$ cat src/rtl/wide_alu_seq_pkg.sv
// Shared encodings for the multi-precision ALU sequencer.
// Opcodes, ALU select codes and FSM states.
package wide_alu_seq_pkg;

    localparam logic [2:0] OP_ADD  = 3'd0;
    localparam logic [2:0] OP_SUB  = 3'd1;
    localparam logic [2:0] OP_AND  = 3'd2;
    localparam logic [2:0] OP_OR   = 3'd3;
    localparam logic [2:0] OP_XOR  = 3'd4;
    localparam logic [2:0] OP_SHL1 = 3'd5;

    localparam logic [3:0] ALU_PASSA = 4'h0;
    localparam logic [3:0] ALU_ADDC  = 4'h3;
    localparam logic [3:0] ALU_AND   = 4'h9;
    localparam logic [3:0] ALU_OR    = 4'hA;
    localparam logic [3:0] ALU_XOR   = 4'hB;

    typedef enum logic [1:0] {
        ST_IDLE = 2'd0,
        ST_RUN  = 2'd1,
        ST_DONE = 2'd2
    } state_t;

    function automatic logic op_is_arith(input logic [2:0] op);
        return (op == OP_ADD) || (op == OP_SUB) || (op == OP_SHL1);
    endfunction

    function automatic logic op_is_rsvd(input logic [2:0] op);
        return op > OP_SHL1;
    endfunction

endpackage

$ cat src/rtl/wide_alu_seq.sv
// Multi-precision sequencer: drives a 64-bit ALU one slice per
// cycle, LS word first, chaining carry and accumulating flags.
module wide_alu_seq
    import wide_alu_seq_pkg::*;
#(
    parameter int WORDS = 4
) (
    input  logic                  clk,
    input  logic                  rst,
    input  logic                  start,
    input  logic [2:0]            op,
    input  logic                  ci,
    input  logic [WORDS*64-1:0]   a,
    input  logic [WORDS*64-1:0]   b,
    output logic                  busy,
    output logic                  done,
    output logic [WORDS*64-1:0]   result,
    output logic                  cout,
    output logic                  oflow,
    output logic                  neg,
    output logic                  zero,
    output logic                  err,
    output logic [63:0]           alu_a,
    output logic [63:0]           alu_b,
    output logic                  alu_cin,
    output logic [3:0]            alu_s,
    input  logic [63:0]           alu_o,
    input  logic                  alu_cout,
    input  logic                  alu_oflow
);

    localparam int W  = WORDS * 64;
    localparam int IW = $clog2(WORDS);
    localparam logic [IW-1:0] LAST = IW'(WORDS - 1);

    state_t          r_state;
    state_t          w_next;
    logic [W-1:0]    r_a;
    logic [W-1:0]    r_b;
    logic [W-1:0]    r_result;
    logic [2:0]      r_op;
    logic [IW-1:0]   r_idx;
    logic            r_carry;
    logic            r_zacc;
    logic            r_cout;
    logic            r_oflow;
    logic            r_neg;
    logic            r_zero;
    logic            r_err;
    logic [63:0]     w_a_sl;
    logic [63:0]     w_b_sl;
    logic            w_arith;
    logic            w_last;
    logic            w_o_zero;

    assign w_a_sl   = r_a[{r_idx, 6'd0} +: 64];
    assign w_b_sl   = r_b[{r_idx, 6'd0} +: 64];
    assign w_arith  = op_is_arith(r_op);
    assign w_last   = (r_idx == LAST);
    assign w_o_zero = (alu_o == 64'd0);

    assign busy   = (r_state != ST_IDLE);
    assign done   = (r_state == ST_DONE);
    assign result = r_result;
    assign cout   = r_cout;
    assign oflow  = r_oflow;
    assign neg    = r_neg;
    assign zero   = r_zero;
    assign err    = r_err;

    // Next state, and the ALU slice drive while running
    always_comb begin
        w_next  = r_state;
        alu_a   = '0;
        alu_b   = '0;
        alu_cin = 1'b0;
        alu_s   = ALU_PASSA;
        unique case (r_state)
            ST_IDLE: begin
                if (start)
                    w_next = op_is_rsvd(op) ? ST_DONE : ST_RUN;
            end
            ST_RUN: begin
                alu_a   = w_a_sl;
                alu_cin = r_carry;
                case (r_op)
                    OP_ADD:  begin alu_b = w_b_sl;  alu_s = ALU_ADDC; end
                    OP_SUB:  begin alu_b = ~w_b_sl; alu_s = ALU_ADDC; end
                    OP_SHL1: begin alu_b = w_a_sl;  alu_s = ALU_ADDC; end
                    OP_AND:  begin alu_b = w_b_sl;  alu_s = ALU_AND;  end
                    OP_OR:   begin alu_b = w_b_sl;  alu_s = ALU_OR;   end
                    OP_XOR:  begin alu_b = w_b_sl;  alu_s = ALU_XOR;  end
                    default: ;
                endcase
                if (w_last)
                    w_next = ST_DONE;
            end
            ST_DONE: w_next = ST_IDLE;
            default: w_next = ST_IDLE;
        endcase
    end

    // Operand latch, per-slice accumulation and final flag capture
    always_ff @(posedge clk) begin
        if (rst) begin
            r_state  <= ST_IDLE;
            r_a      <= '0;
            r_b      <= '0;
            r_result <= '0;
            r_op     <= OP_ADD;
            r_idx    <= '0;
            r_carry  <= 1'b0;
            r_zacc   <= 1'b0;
            r_cout   <= 1'b0;
            r_oflow  <= 1'b0;
            r_neg    <= 1'b0;
            r_zero   <= 1'b0;
            r_err    <= 1'b0;
        end else begin
            r_state <= w_next;
            case (r_state)
                ST_IDLE: begin
                    if (start) begin
                        r_a    <= a;
                        r_b    <= b;
                        r_op   <= op;
                        r_idx  <= '0;
                        r_zacc <= 1'b1;
                        r_err  <= 1'b0;
                        if (op == OP_SUB)
                            r_carry <= 1'b1;
                        else if (op == OP_ADD || op == OP_SHL1)
                            r_carry <= ci;
                        else
                            r_carry <= 1'b0;
                        if (op_is_rsvd(op)) begin
                            r_result <= '0;
                            r_err    <= 1'b1;
                            r_cout   <= 1'b0;
                            r_oflow  <= 1'b0;
                            r_neg    <= 1'b0;
                            r_zero   <= 1'b0;
                        end
                    end
                end
                ST_RUN: begin
                    r_result[{r_idx, 6'd0} +: 64] <= alu_o;
                    r_carry <= w_arith & alu_cout;
                    r_zacc  <= r_zacc & w_o_zero;
                    r_idx   <= r_idx + 1'b1;
                    if (w_last) begin
                        r_oflow <= w_arith & alu_oflow;
                        r_neg   <= alu_o[63];
                        r_cout  <= w_arith & alu_cout;
                        r_zero  <= r_zacc & w_o_zero;
                    end
                end
                default: ;
            endcase
        end
    end

endmodule

$ cat config.mk
export PLATFORM = sky130hd
export DESIGN_NAME = wide_alu_seq
export DESIGN_NICKNAME = d
export VERILOG_FILES = /design/src/rtl/wide_alu_seq_pkg.sv /design/src/rtl/wide_alu_seq.sv
export SDC_FILE = /design/constraint.sdc
export NUM_CORES = 2
export LEC_CHECK = 0
export BUFFER_PORTS_ARGS = -buffer_cell sky130_fd_sc_hd__buf_2
export CAP_MARGIN = 40
export CORE_AREA = 4 4 378 380
export DETAILED_ROUTE_END_ITERATION = 7
export DIE_AREA = 0 0 382 384
export GPL_TIMING_DRIVEN = 0
export PLACE_DENSITY = 0.43
export SLEW_MARGIN = 0
export SYNTH_ARGS = -nofsm -noshare
export SYNTH_HDL_FRONTEND = slang
export SYNTH_SLANG_ARGS = --single-unit
$ cat constraint.sdc
create_clock -name clk -period 2.3 [get_ports clk]
set_input_delay 0.345 -clock clk [delete_from_list [all_inputs] [get_ports clk]]
set_output_delay 0.345 -clock clk [all_outputs]
set_load 0.03 [all_outputs]
### Word-level counts from Yosys, hierarchy flattened

Index checks and enable logic that the tools add are counted.

| storage, ports and cells | value |
|---|---|
| logic and storage cells | 86 |
| memories kept | 0 |
| ROM bits | 0 |
| bits in latches | 0 |
| register bits after elaboration | 782 |
| output and inout port bits | 396 |
| bits in writable memories | 0 |

| operators by class | value |
|---|---|
| $lt $le $gt $ge | 1 |
| equal/unequal tests | 13 |
| multipliers | 0 |
| bitwise logic cells | 4 |
| reductions and logical operators | 16 |
| div/mod/pow operators | 0 |
| mux-type cells | 33 |
| shift-type cells | 4 |
| add/subtract/negate cells | 2 |

Operator list:

| operator | number |
|---|---|
| $mux W256 | 2 |
| $pmux W256 S2 | 1 |
| $shiftx A256 B9 Y64 | 2 |
| $bwmux W256 | 1 |
| $shift A64 B10 Y256 const A | 1 |
| $shiftx A64 B10 Y256 | 1 |
| $pmux W64 S3 | 1 |
| $mux W64 | 2 |
| $logic_not A64 Y1 | 1 |
| $not A64 Y64 | 1 |
| $pmux W4 S4 | 1 |
| $mux W1 | 12 |
| $pmux W1 S2 | 6 |
| $neg A8 Y10 | 1 |
| $eq A3 B3 Y1 const B | 3 |
| $mux W2 | 4 |
| $pmux W2 S2 | 2 |
| $eq A3 B1 Y1 const B | 2 |
| $eq A3 B2 Y1 const B | 2 |
| $logic_not A3 Y1 | 2 |
| $ne A2 B2 Y1 const B | 3 |
| $reduce_and A2 Y1 | 3 |
| $eq A2 B2 Y1 const B | 2 |
| $mux W4 | 1 |
| 11 further kinds | 16 |

### Depth between registers and ports, before layout

| logic depth | value |
|---|---|
| depth after elaboration | 6 |
| gate-level depth with buffers | 10 |
| gate-level depth less buffers | 6 |

### Worst setup path after synthesis

Ideal clock, no wire load.

| timing | value |
|---|---|
| kind | register -> output |
| start | register r_idx[0] |
| end | output alu_b[57] |
| path slack | -0.012 ns |
| cell stages (with the launch flop) | 7 |
| data arrival time | 1.967 ns |
| cell sequence | dfxtp_1 -> buf_2 -> buf_4 -> buf_6 -> mux4_2 -> mux2i_1 -> o22ai_1 |

| between the ends | value |
|---|---|
| word-level cells in the longest chain between the ends | 4 |

RTL lines:

| element | line | source |
|---|---|---|
| start: declaration | wide_alu_seq.sv:42 | `logic [IW-1:0] r_idx;` |
| start signal: assignment | wide_alu_seq.sv:150 | `r_idx <= r_idx + 1'b1;` |
| $shiftx A256 B9 Y64 | wide_alu_seq.sv:57 | `assign w_b_sl = r_b[{r_idx, 6'd0} +: 64];` |
| $not A64 Y64 | wide_alu_seq.sv:88 | `OP_SUB: begin alu_b = ~w_b_sl; alu_s = ALU_ADDC; end` |
| $pmux W64 S3 * | wide_alu_seq.sv:86 | `case (r_op)` |
| $mux W64 * | wide_alu_seq.sv:78 | `unique case (r_state)` |
| end: declaration | wide_alu_seq.sv:24 | `output logic [63:0] alu_b,` |

Every way passes the cells marked *; elsewhere a longest branch is shown, timed or not.

### Worst setup path in the final report

| timing | value |
|---|---|
| start | register r_idx[0] |
| end | output alu_b[30] |

Same word-level chain as after synthesis.

==> results.ini <==
[sta]
drv_slew=0
rsz0062_at_grt=yes
slew_headroom=0.412
finalCritPeriodShare=1.33
min_period_ps=3050
skew_ps=25.8
worst_pin_slew_ps=883
setup_viol=214
max_freq_mhz=327
hold_viol=0
post-route-worst-setup-slack_ps=-754

[pwr]
ir_worst_vdd_mv=0.503
powerDensity_mw_per_mm2=712
leakage_uw=0.0210

[die]
chipHeight_um=384
die_w_um=382
start_util=0.230
die-area_mm2=0.147
rows=137
core_mm2=0.139
ios=981

[critical_path]
start_kind=flip-flop
path_class=reg2out
r2r-start=r_state[1]
startpoint=r_idx[0]
critPathRequiredTime_ps=1960
crit_arrival_ps=2710
critPathCaptureType=primary output
critPathMaxFanout=10

[placed_design]
place_inst=6556
portBuffers=978
routabilityCongestion=0.935
placed_cell_area_mm2=0.0399
dpl.hpwl_um=159000

[synth]
synth_edf_count=0
seq_area_frac_synth=0.488
syn_area_per_cell_um2=8.75
ys_async_sr_fraction=0
synth_area_mm2=0.0321
ys_types=42
synth_top_area_frac=0.488
ys_ff_latch=782
synth.area.top_cells=dfxtp_1 49%, nand2_1 12%, mux4_2 9.0%
ys.flop_type=dfxtp_1
synth_warnings=0
synth_nets=4254
synth_cells=3664
synth_top_area_cell=dfxtp_1

[global_route]
track_usage=0.267
grt_max_degree=15
grt_antenna_before_repair=64
grt_overflow=0
grt_pass1_vias=36300
grt_pass1_wl_um=279000

[route]
vias_per_cell=4.81
drc=0
antenna_left=0
first_pass_iters=6
wirelength_um=204000
drtIter0Drc=2539
vias=35500
wl_per_cell_um=27.6

[cts]
clock_sinks=782
clock_latency_ps=700
clk_pin_slew_ps=60
cts_tree=done
cts_buffers=95
htree_levels=3
root_buffer=clkbuf_16
clockBufferDepth=3

[worst_hold_path]
hold_class=in2reg
worstHoldStart=alu_o[34]

[status]
violations=negative setup slack
outcome=complete, but fails checks

[job]
cap_violations=0

[finish]
drive_gt1_frac=0.323
nFillCells=14500
fin_cells=7397
area_delta_synth_final_pct=61.3
finalNetCount=5986
stdcell_area_mm2=0.0517

-- per-layer routing --
metal | share of wire | vias up | GRT usage
met1 | 0.40 | 17500 | 0.316
met2 | 0.48 | 1461 | 0.460
met4 | 0.043 | 28 | 0.110
li1 | - | 16200 | -
met5 | 0.00086 | - | 0
met3 | 0.076 | 374 | 0.0670
-- critical path, cell delays in order, from the launching register on --
cell     delay (ps)
dfxtp_4         360
buf_12          130
buf_12          150
buf_12          160
mux4_2          570
mux2i_2         200
o22ai_4         250
buf_6           180
-- state kept, by name (all words and copies together), names as in the netlist, 2 cells and up --
name	cells
r_idx	2
r_a	256
r_state	2
result	256
r_b	256
r_op	3
-- what timing repair did --
action / in CTS / in global routing
hold buffers: 555 / 0
gates resized for setup: 489 / 204
setup endpoints to repair: 779 / 854
setup buffers: 36 / 29
endpoints found under the hold margin: 651 / 0
cloned: 10 / 3
pin swaps: 77 / 43
-- layout make-up --
cell class / count / area [um2] / area share
Tap cell: 1876 / 2350 / 0.0454
Multi-Input combinational cell: 2539 / 15600 / 0.302
Buffer: 329 / 2130 / 0.0412
Clock buffer: 143 / 2810 / 0.0543
Timing Repair Buffer: 1645 / 12700 / 0.246
Inverter: 4 / 21.3 / 0.000411
Sequential cell: 782 / 15700 / 0.303
Clock inverter: 26 / 300 / 0.00581
Antenna cell: 53 / 133 / 0.00256
-- metrics by stage --
step	setup slack (ps)	hold WS (ps)	power [uW]	util	setup TNS [ps]
6_report	-754	72.8	36800	0.372	-78800
5_1_grt	-840	49.2	38100	0.371	-109920
4_1_cts	-886	2.77	37000	0.365	-238050
3_5_place_dp	-1550	443	20400	0.287	-545140
3_3_place_gp	-1930	439	20200	0.283	-767210
2_1_floorplan	0.459	433	17500	-	0
-- synthesized netlist by cell type (2+ instances only) --
cell / n
nor2_1: 266
nor3_4: 3
nand2b_1: 5
nor4_1: 13
nand2_1: 1044
dfxtp_1: 782
a21o_1: 4
mux4_2: 128
nand4_1: 3
a22oi_1: 320
a21oi_1: 523
inv_1: 4
or3_1: 2
buf_2: 117
nor2b_1: 2
nor4_2: 2
buf_6: 20
mux2i_1: 64
nand3_1: 5
clkbuf_1: 177
nor4b_2: 2
buf_1: 14
o22ai_1: 64
buf_4: 11
o21ai_1: 2
nand2_2: 2
and2_1: 66
ha_1: 5
-- final timing paths --
path | to | slack, ps | cells past startpoint
max | alu_b[30] | -750 | 7
min | result[34] | 70 | 3
max reg2reg | r_b[21] | -70 | 6
min reg2reg | r_b[176] | 450 | 2
-- power by group --
part           switching, uW  internal (uW)  leakage, uW
clock network           6520           8690      0.00152
registers                380          14200      0.00639
logic                   4140           2870       0.0131
-- kinds of logic (layout without fill, tap and decap cells) --
family,Yosys count,count (layout),synth area share
simple gates,1422,1422,0.177
flops,782,782,0.488
other cells,1,54,0.000117
fa+ha+maj,6,6,0.00226
compound gates,918,918,0.171
buf+inv,343,2147,0.0507
mux,192,192,0.110
-- cell usage in the layout, fill, tap and decap left out, types with 4 or more instances in the layout --
cell and n:
nand2_1 1043, buf_2 943, dfxtp_1 777, dlygate4sd3_1 555, a21oi_1 521, a22oi_1 269
nor2_1 265, buf_6 165, clkbuf_1 140, mux4_2 128, clkbuf_16 98, and2_4 66
mux2i_1 62, buf_4 56, diode_2 53, a22oi_2 51, buf_12 35, clkbuf_2 35
o22ai_2 35, buf_8 33, clkbuf_8 26, o22ai_1 25, clkbuf_4 22, nor4_1 13
clkinv_2 10, buf_16 7, clkinvlp_4 5, nand3_1 5, o22ai_4 4
(Power assumes the default switching activity.)
